File: src/rtl/seq_mult_pkg.sv
// Shared types and helpers for the iterative shift-add multiplier.
package seq_mult_pkg;

  // Operation phases: waiting for operands, iterating, holding the product.
  typedef enum logic [1:0] {
    IDLE = 2'd0,
    BUSY = 2'd1,
    DONE = 2'd2
  } state_t;

  localparam int MIN_WIDTH = 2;
  localparam int MAX_WIDTH = 32;

  // Bits needed for an iteration counter that runs 0..width-1.
  function automatic int cnt_width(input int width);
    return (width < 2) ? 1 : $clog2(width);
  endfunction

endpackage

File: src/rtl/seq_mult_twos_negate.sv
// Conditional two's-complement negate. Used both to take operand magnitudes
// and to restore the product sign. Negating zero yields zero, and the most
// negative value maps onto its own bit pattern, which reads correctly as an
// unsigned magnitude.
module twos_negate #(
  parameter int W = 4
) (
  input  logic [W-1:0] x_i,
  input  logic         neg_i,
  output logic [W-1:0] y_o
);

  assign y_o = neg_i ? (~x_i + {{(W-1){1'b0}}, 1'b1}) : x_i;

endmodule

File: src/rtl/seq_multiplier.sv
// Iterative radix-2 shift-add multiplier with valid/ready handshakes.
// Operands are converted to magnitudes at accept, multiplied unsigned over
// WIDTH cycles, and the sign is reapplied on the final iteration.
module seq_multiplier
  import seq_mult_pkg::*;
#(
  parameter int WIDTH = 4
) (
  input  logic                 clk,
  input  logic                 rst,
  input  logic                 in_valid,
  output logic                 in_ready,
  input  logic [WIDTH-1:0]     a,
  input  logic [WIDTH-1:0]     b,
  input  logic                 signed_mode,
  output logic                 out_valid,
  input  logic                 out_ready,
  output logic [2*WIDTH-1:0]   p,
  output logic                 busy
);

  localparam int CW = cnt_width(WIDTH);

  state_t               state_q;
  logic [WIDTH-1:0]     mcand_q;
  // Upper half accumulates partial sums; lower half starts as the multiplier
  // and is shifted out one bit per iteration as product bits shift in.
  logic [2*WIDTH-1:0]   acc_q;
  logic [2*WIDTH-1:0]   acc_d;
  logic [2*WIDTH-1:0]   p_q;
  logic [2*WIDTH-1:0]   prod_signed;
  logic [CW-1:0]        cnt_q;
  logic                 sign_q;

  logic [WIDTH-1:0]     mag_a;
  logic [WIDTH-1:0]     mag_b;
  logic [WIDTH:0]       sum;
  logic                 last;

  twos_negate #(.W(WIDTH)) u_mag_a (
    .x_i   (a),
    .neg_i (signed_mode & a[WIDTH-1]),
    .y_o   (mag_a)
  );

  twos_negate #(.W(WIDTH)) u_mag_b (
    .x_i   (b),
    .neg_i (signed_mode & b[WIDTH-1]),
    .y_o   (mag_b)
  );

  // One shift-add step: conditionally add the multiplicand into the upper
  // half (keeping its carry), then shift the whole accumulator right.
  always_comb begin
    sum   = {1'b0, acc_q[2*WIDTH-1:WIDTH]} + (acc_q[0] ? {1'b0, mcand_q} : '0);
    acc_d = {sum, acc_q[WIDTH-1:1]};
    last  = (cnt_q == CW'(WIDTH - 1));
  end

  // Sign correction is applied to the result of the final step directly.
  twos_negate #(.W(2*WIDTH)) u_sign_fix (
    .x_i   (acc_d),
    .neg_i (sign_q),
    .y_o   (prod_signed)
  );

  // Control FSM and datapath registers; reset aborts any operation in flight.
  always_ff @(posedge clk or posedge rst) begin
    if (rst) begin
      state_q <= IDLE;
      mcand_q <= '0;
      acc_q   <= '0;
      cnt_q   <= '0;
      sign_q  <= 1'b0;
      p_q     <= '0;
    end else begin
      case (state_q)
        IDLE: begin
          if (in_valid) begin
            mcand_q <= mag_a;
            acc_q   <= {{WIDTH{1'b0}}, mag_b};
            sign_q  <= signed_mode & (a[WIDTH-1] ^ b[WIDTH-1]);
            cnt_q   <= '0;
            state_q <= BUSY;
          end
        end
        BUSY: begin
          acc_q <= acc_d;
          cnt_q <= cnt_q + CW'(1);
          if (last) begin
            p_q     <= prod_signed;
            state_q <= DONE;
          end
        end
        DONE: begin
          if (out_ready) begin
            state_q <= IDLE;
          end
        end
        default: state_q <= IDLE;
      endcase
    end
  end

  assign in_ready  = (state_q == IDLE);
  assign busy      = (state_q == BUSY);
  assign out_valid = (state_q == DONE);
  assign p         = p_q;

endmodule

File: config.mk
export PLATFORM = sky130hd
export DESIGN_NAME = seq_multiplier
export DESIGN_NICKNAME = d
export VERILOG_FILES = /design/src/rtl/seq_mult_pkg.sv /design/src/rtl/seq_mult_twos_negate.sv /design/src/rtl/seq_multiplier.sv
export SDC_FILE = /design/constraint.sdc
export NUM_CORES = 1
export LEC_CHECK = 0
export ABC_AREA = 1
export CORE_ASPECT_RATIO = 0.9
export CORE_MARGIN = 2
export CORE_UTILIZATION = 56
export DETAILED_ROUTE_END_ITERATION = 12
export GPL_ROUTABILITY_DRIVEN = 0
export MAX_ROUTING_LAYER = met4
export PLACE_DENSITY = 0.86
export SLEW_MARGIN = 20
export SYNTH_ARGS = -nofsm -noshare
export SYNTH_HDL_FRONTEND = slang
export SYNTH_SLANG_ARGS = --single-unit
File: constraint.sdc
create_clock -name clk -period 4.4 [get_ports clk]
set_clock_uncertainty 0.15 [all_clocks]
set_input_delay 1.32 -clock clk [delete_from_list [all_inputs] [get_ports clk]]
set_output_delay 1.32 -clock clk [all_outputs]
set_load 0.01 [all_outputs]
### After elaboration in Yosys (flattened, before gate mapping)

Index checks and enable logic that the tools add are counted.

| cells by class | value |
|---|---|
| add/sub/neg operators | 5 |
| eq/ne operators | 6 |
| mux-type cells | 12 |
| bitwise logic cells | 7 |
| reductions and logical operators | 6 |

Operators with widths:

| operator | count |
|---|---|
| 8-bit 2-to-1 mux | 2 |
| 8-bit case mux with 2 select lines | 1 |
| 4-bit 2-to-1 mux | 3 |
| 4-bit by 1-bit adder with 4-bit output (second input constant) | 2 |
| 8-bit by 1-bit adder with 8-bit output (second input constant) | 1 |
| 2-bit 2-to-1 mux | 4 |
| 4-bit inverter | 2 |
| 8-bit inverter | 1 |
| 2-bit case mux with 3 select lines | 1 |
| 2-bit AND reduction | 3 |
| 4-bit by 4-bit adder with 5-bit output | 1 |
| 2-bit equality test (second input constant) | 2 |
| 2-bit by 1-bit != test with 1-bit output (second input constant) | 2 |
| 2-bit case mux with 2 select lines | 1 |
| 1-bit AND | 3 |
| 3-bit AND reduction | 1 |
| 2-bit by 1-bit adder with 2-bit output (second input constant) | 1 |
| 2-bit by 1-bit equality test with 1-bit output (second input constant) | 1 |
| 2-bit logical NOT | 1 |
| 2-bit != test (second input constant) | 1 |
| 2-bit nonzero test | 1 |
| 1-bit XOR | 1 |

| storage, ports and cells | value |
|---|---|
| bits in registers | 25 |
| input port bits | 13 |
| output and inout bits | 11 |
| logic and storage cells | 42 |

### Logic depth before layout (Yosys ltp)

| logic depth | value |
|---|---|
| depth after elaboration | 5 |
| gate-level depth with buffers | 13 |
| gate-level depth less buffers | 13 |

### By module

Synthesis repeated with hierarchy kept, for this count alone.

| unflattened totals | value |
|---|---|
| cells, all modules | 227 |
| area, all modules | 1631.6 µm² |

By module, submodules not included:

| module | instances | cells an instance | area each (µm²) | seq. area each (µm²) |
|---|---|---|---|---|
| seq_multiplier | 1 | 154 | 1268.7 | 625.6 |
| twos_negate at u_sign_fix | 1 | 39 | 195.2 | 0.0 |
| twos_negate at u_mag_a ... | 2 | 17 | 83.8 | 0.0 |

### Least setup slack after synthesis

No wires, ideal clock.

| path | value |
|---|---|
| kind | reg2out |
| start | register state_q[0] |
| end | output port busy |
| data arrival time | 0.661 ns |
| setup slack | 2.269 ns |
| cell stages (with the launch flop) | 3 |
| buffers on the path | 0 |
| path through | dfrtp_1 > inv_2 > nor2_4 |

| on the way | value |
|---|---|
| longest elaborated chain between the ends | 1 |

Ends and longest elaborated chain:

| element | line | RTL |
|---|---|---|
| start: declaration | seq_multiplier.sv:24 | `state_t state_q;` |
| start signal: assignment | seq_multiplier.sv:70 | `state_q <= IDLE;` |
| start signal: assignment | seq_multiplier.sv:84 | `state_q <= BUSY;` |
| start signal: assignment | seq_multiplier.sv:92 | `state_q <= DONE;` |
| 2-bit by 1-bit equality test with 1-bit output | seq_multiplier.sv:106 | `assign busy = (state_q == BUSY);` |
| end: declaration | seq_multiplier.sv:19 | `output logic busy` |

No other way between the ends.

### Worst setup path after layout

Same ends and word-level chain as after synthesis.

==> results.txt <==
Status = completed
Hold WS = 0.350 ns
Slew margin rel. = 38.2%
Nets = 225
Drt pass-1 iters = 4
Hold_buf cts = 0
Setup_tns = 0 ns
Final Hold Viols = 0
Global-route wire length before repair = 4860 um
Setup crit end kind = primary output
Largest net degree at the start of global routing = 26
DRC Markers = 0
Full die area = 3030 um2
WP depth = 3
Worst-Skew Late Latency = 0.32 ns
Tcrit/Tclk final = 70.9%
Chip width = 57.8 um
Reg2reg setup slack = 2.20 ns
Vias in the first global route = 1173
Initial antenna violation count = 0
Pwr per Cell Area = 647 nW/um2
Mapped Cells = 177
Starting Density = 59.1%
YS warnings = 0
Async set or reset register ratio after synthesis = 100%
Worst-margin pin slew = 0.926 ns
CTS buffer count = 3
Most frequent cells in the layout = 45 x nand2_1, 26 x inv_1, 25 x dfrtp_1
Finished Cell Area = 1730 um2
Global Route Usage Sum = 21.7%
Routed vias = 1245
N_diodes = 0
Fin crit period = 3.12 ns
Setup ws final = 1.28 ns
P_leak = 0.891 nW
Core area = 2470 um2
Vias/cell = 5.41
CTS H-tree lvls = 1
Overflow after GRT = 0
Number of synthesized flops with an enable pin = 0
# clock sinks = 25
RSZ-0062 raised after global routing = no
Peak supply drop = 0.422 mV
Fraction of layout cells with a size suffix above 1 = 6.93%
Syn nets = 199
#FFs+latches synth = 25
Initial drt markers = 28
Setup Crit Path Kind = register to primary output
Primary FF master, synth = dfrtp_1
Fin util = 70.0%
Final Max Slew Viols = 0
Mapped Area = 1460 um2
CP peak stage delay = 0.58 ns
Worst path top cell family by delay = buffers and inverters
WHS Path Cells = 2
R2r worst-path depth = 12
I/O pin count = 24
Post-route ant nets = 0
Max-cap viol count = 0
Seq/Total Area, Yosys = 42.9%
Post-CTS setup buffer count = 0
Hpwl dp = 2280 um
CP Buf/Inv Count = 2
Most common cell after layout, fill and taps aside = nand2_1
HP Class = register to register
Num rows = 17
Worst-path clk slew = 0.14 ns
Clock root cell = clkbuf_4
CTS tree = built
Die Y = 52.4 um
Fmax = 321 MHz
Critical path required time = 2.93 ns
Worst-path fanout max = 8
Clock Path Buffers = 2
Routed Wire Length = 2860 um
WL per Instance = 12.4 um
Place WS = 1.65 ns
Layout area overhead = 18.5%
Port-buffer cells = 23
Area after DPL = 1700 um2
Startpoint Class = register
CP Cell Sequence = inv_2 > nor2_4 > clkdlybuf4s50_1
Post-cts sizing count = 0
Worst EP arrival = 1.65 ns
Crit-path slowest cell = clkdlybuf4s50_1
Yosys cell types = 27
Setup violators final = 0
Syn Area/Cell = 8.24 um2
## path summary, 6_finish.rpt
| kind | end | start |
|---|---|---|
| worst max-delay path | busy | state_q[0] |
| worst min-delay path | mcand_q[3] | mcand_q[3] |
| worst max register to register | p[7] | acc_q[0] |
| worst min register to register | mcand_q[3] | mcand_q[3] |
| max in group asynchronous | acc_q[6] | rst |
| min in group asynchronous | p[2] | rst |
## layout make-up
| cell class | count | area [um2] |
|---|---|---|
| Inverter | 29 | 109 |
| Sequential cell | 25 | 626 |
| Clock buffer | 4 | 26.3 |
| Timing Repair Buffer | 23 | 230 |
| Tap cell | 28 | 35.0 |
| Multi-Input combinational cell | 121 | 701 |
| Fill cell | 216 | 741 |
## state kept, by name, indices dropped and copies added (netlist names)
name     count
p            8
mcand_q      4
state_q      2
cnt_q        2
sign_q       1
acc_q        8
## Yosys cell counts, types with 2 or more instances
cell	count	share of area, %
inv_1	26	6.7
xnor2_1	3	1.8
nor2_4	2	1.5
a22oi_1	3	1.5
inv_2	3	0.77
o21ai_0	16	5.5
nor2_1	11	2.8
xor2_1	2	1.2
o21ai_1	6	2.1
nor3_1	2	0.69
nand3_1	8	2.7
nand2_1	45	12
a21oi_1	3	1.0
buf_6	2	1.5
dfrtp_1	25	43
ha_1	8	6.9
nand2_4	2	1.5
## stage by stage
step           instances  power, W
2_1_floorplan        177  0.000834
3_5_place_dp         226   0.00102
6_report             230   0.00112
4_1_cts              230   0.00112
3_3_place_gp         226  0.000991
5_1_grt              230   0.00122
## power breakdown
group / internal, W / switching [W] / total, W
sequential: 0.000326 / 0.0000762 / 0.000402
clock: 0.0000355 / 0.0000676 / 0.000103
combinational: 0.000269 / 0.000342 / 0.000611
## tightest hold or removal path, stage by stage, from the launching register on
cell and delay [ns]:
dfrtp_1 0.37, nand2_1 0.05, o21ai_0 0.06
## metal layers
metal	global-route usage, %	share of wire, %	vias up
met5	-	0	-
met3	1.73	4.8	9
met1	25.0	43	576
met2	38.4	49	38
li1	-	-	622
met4	10.9	2.9	0
## cells by family after synthesis
family | share of synthesized area, %
AOI/OAI and AO/OA | 14.1
xor gates and xnor gates | 3.00
buffers and inverters | 9.01
DFF | 42.9
adders and majority gates | 8.24
and+or+nand+nor | 22.7
Note: power is estimated with default switching activity, not from simulation.
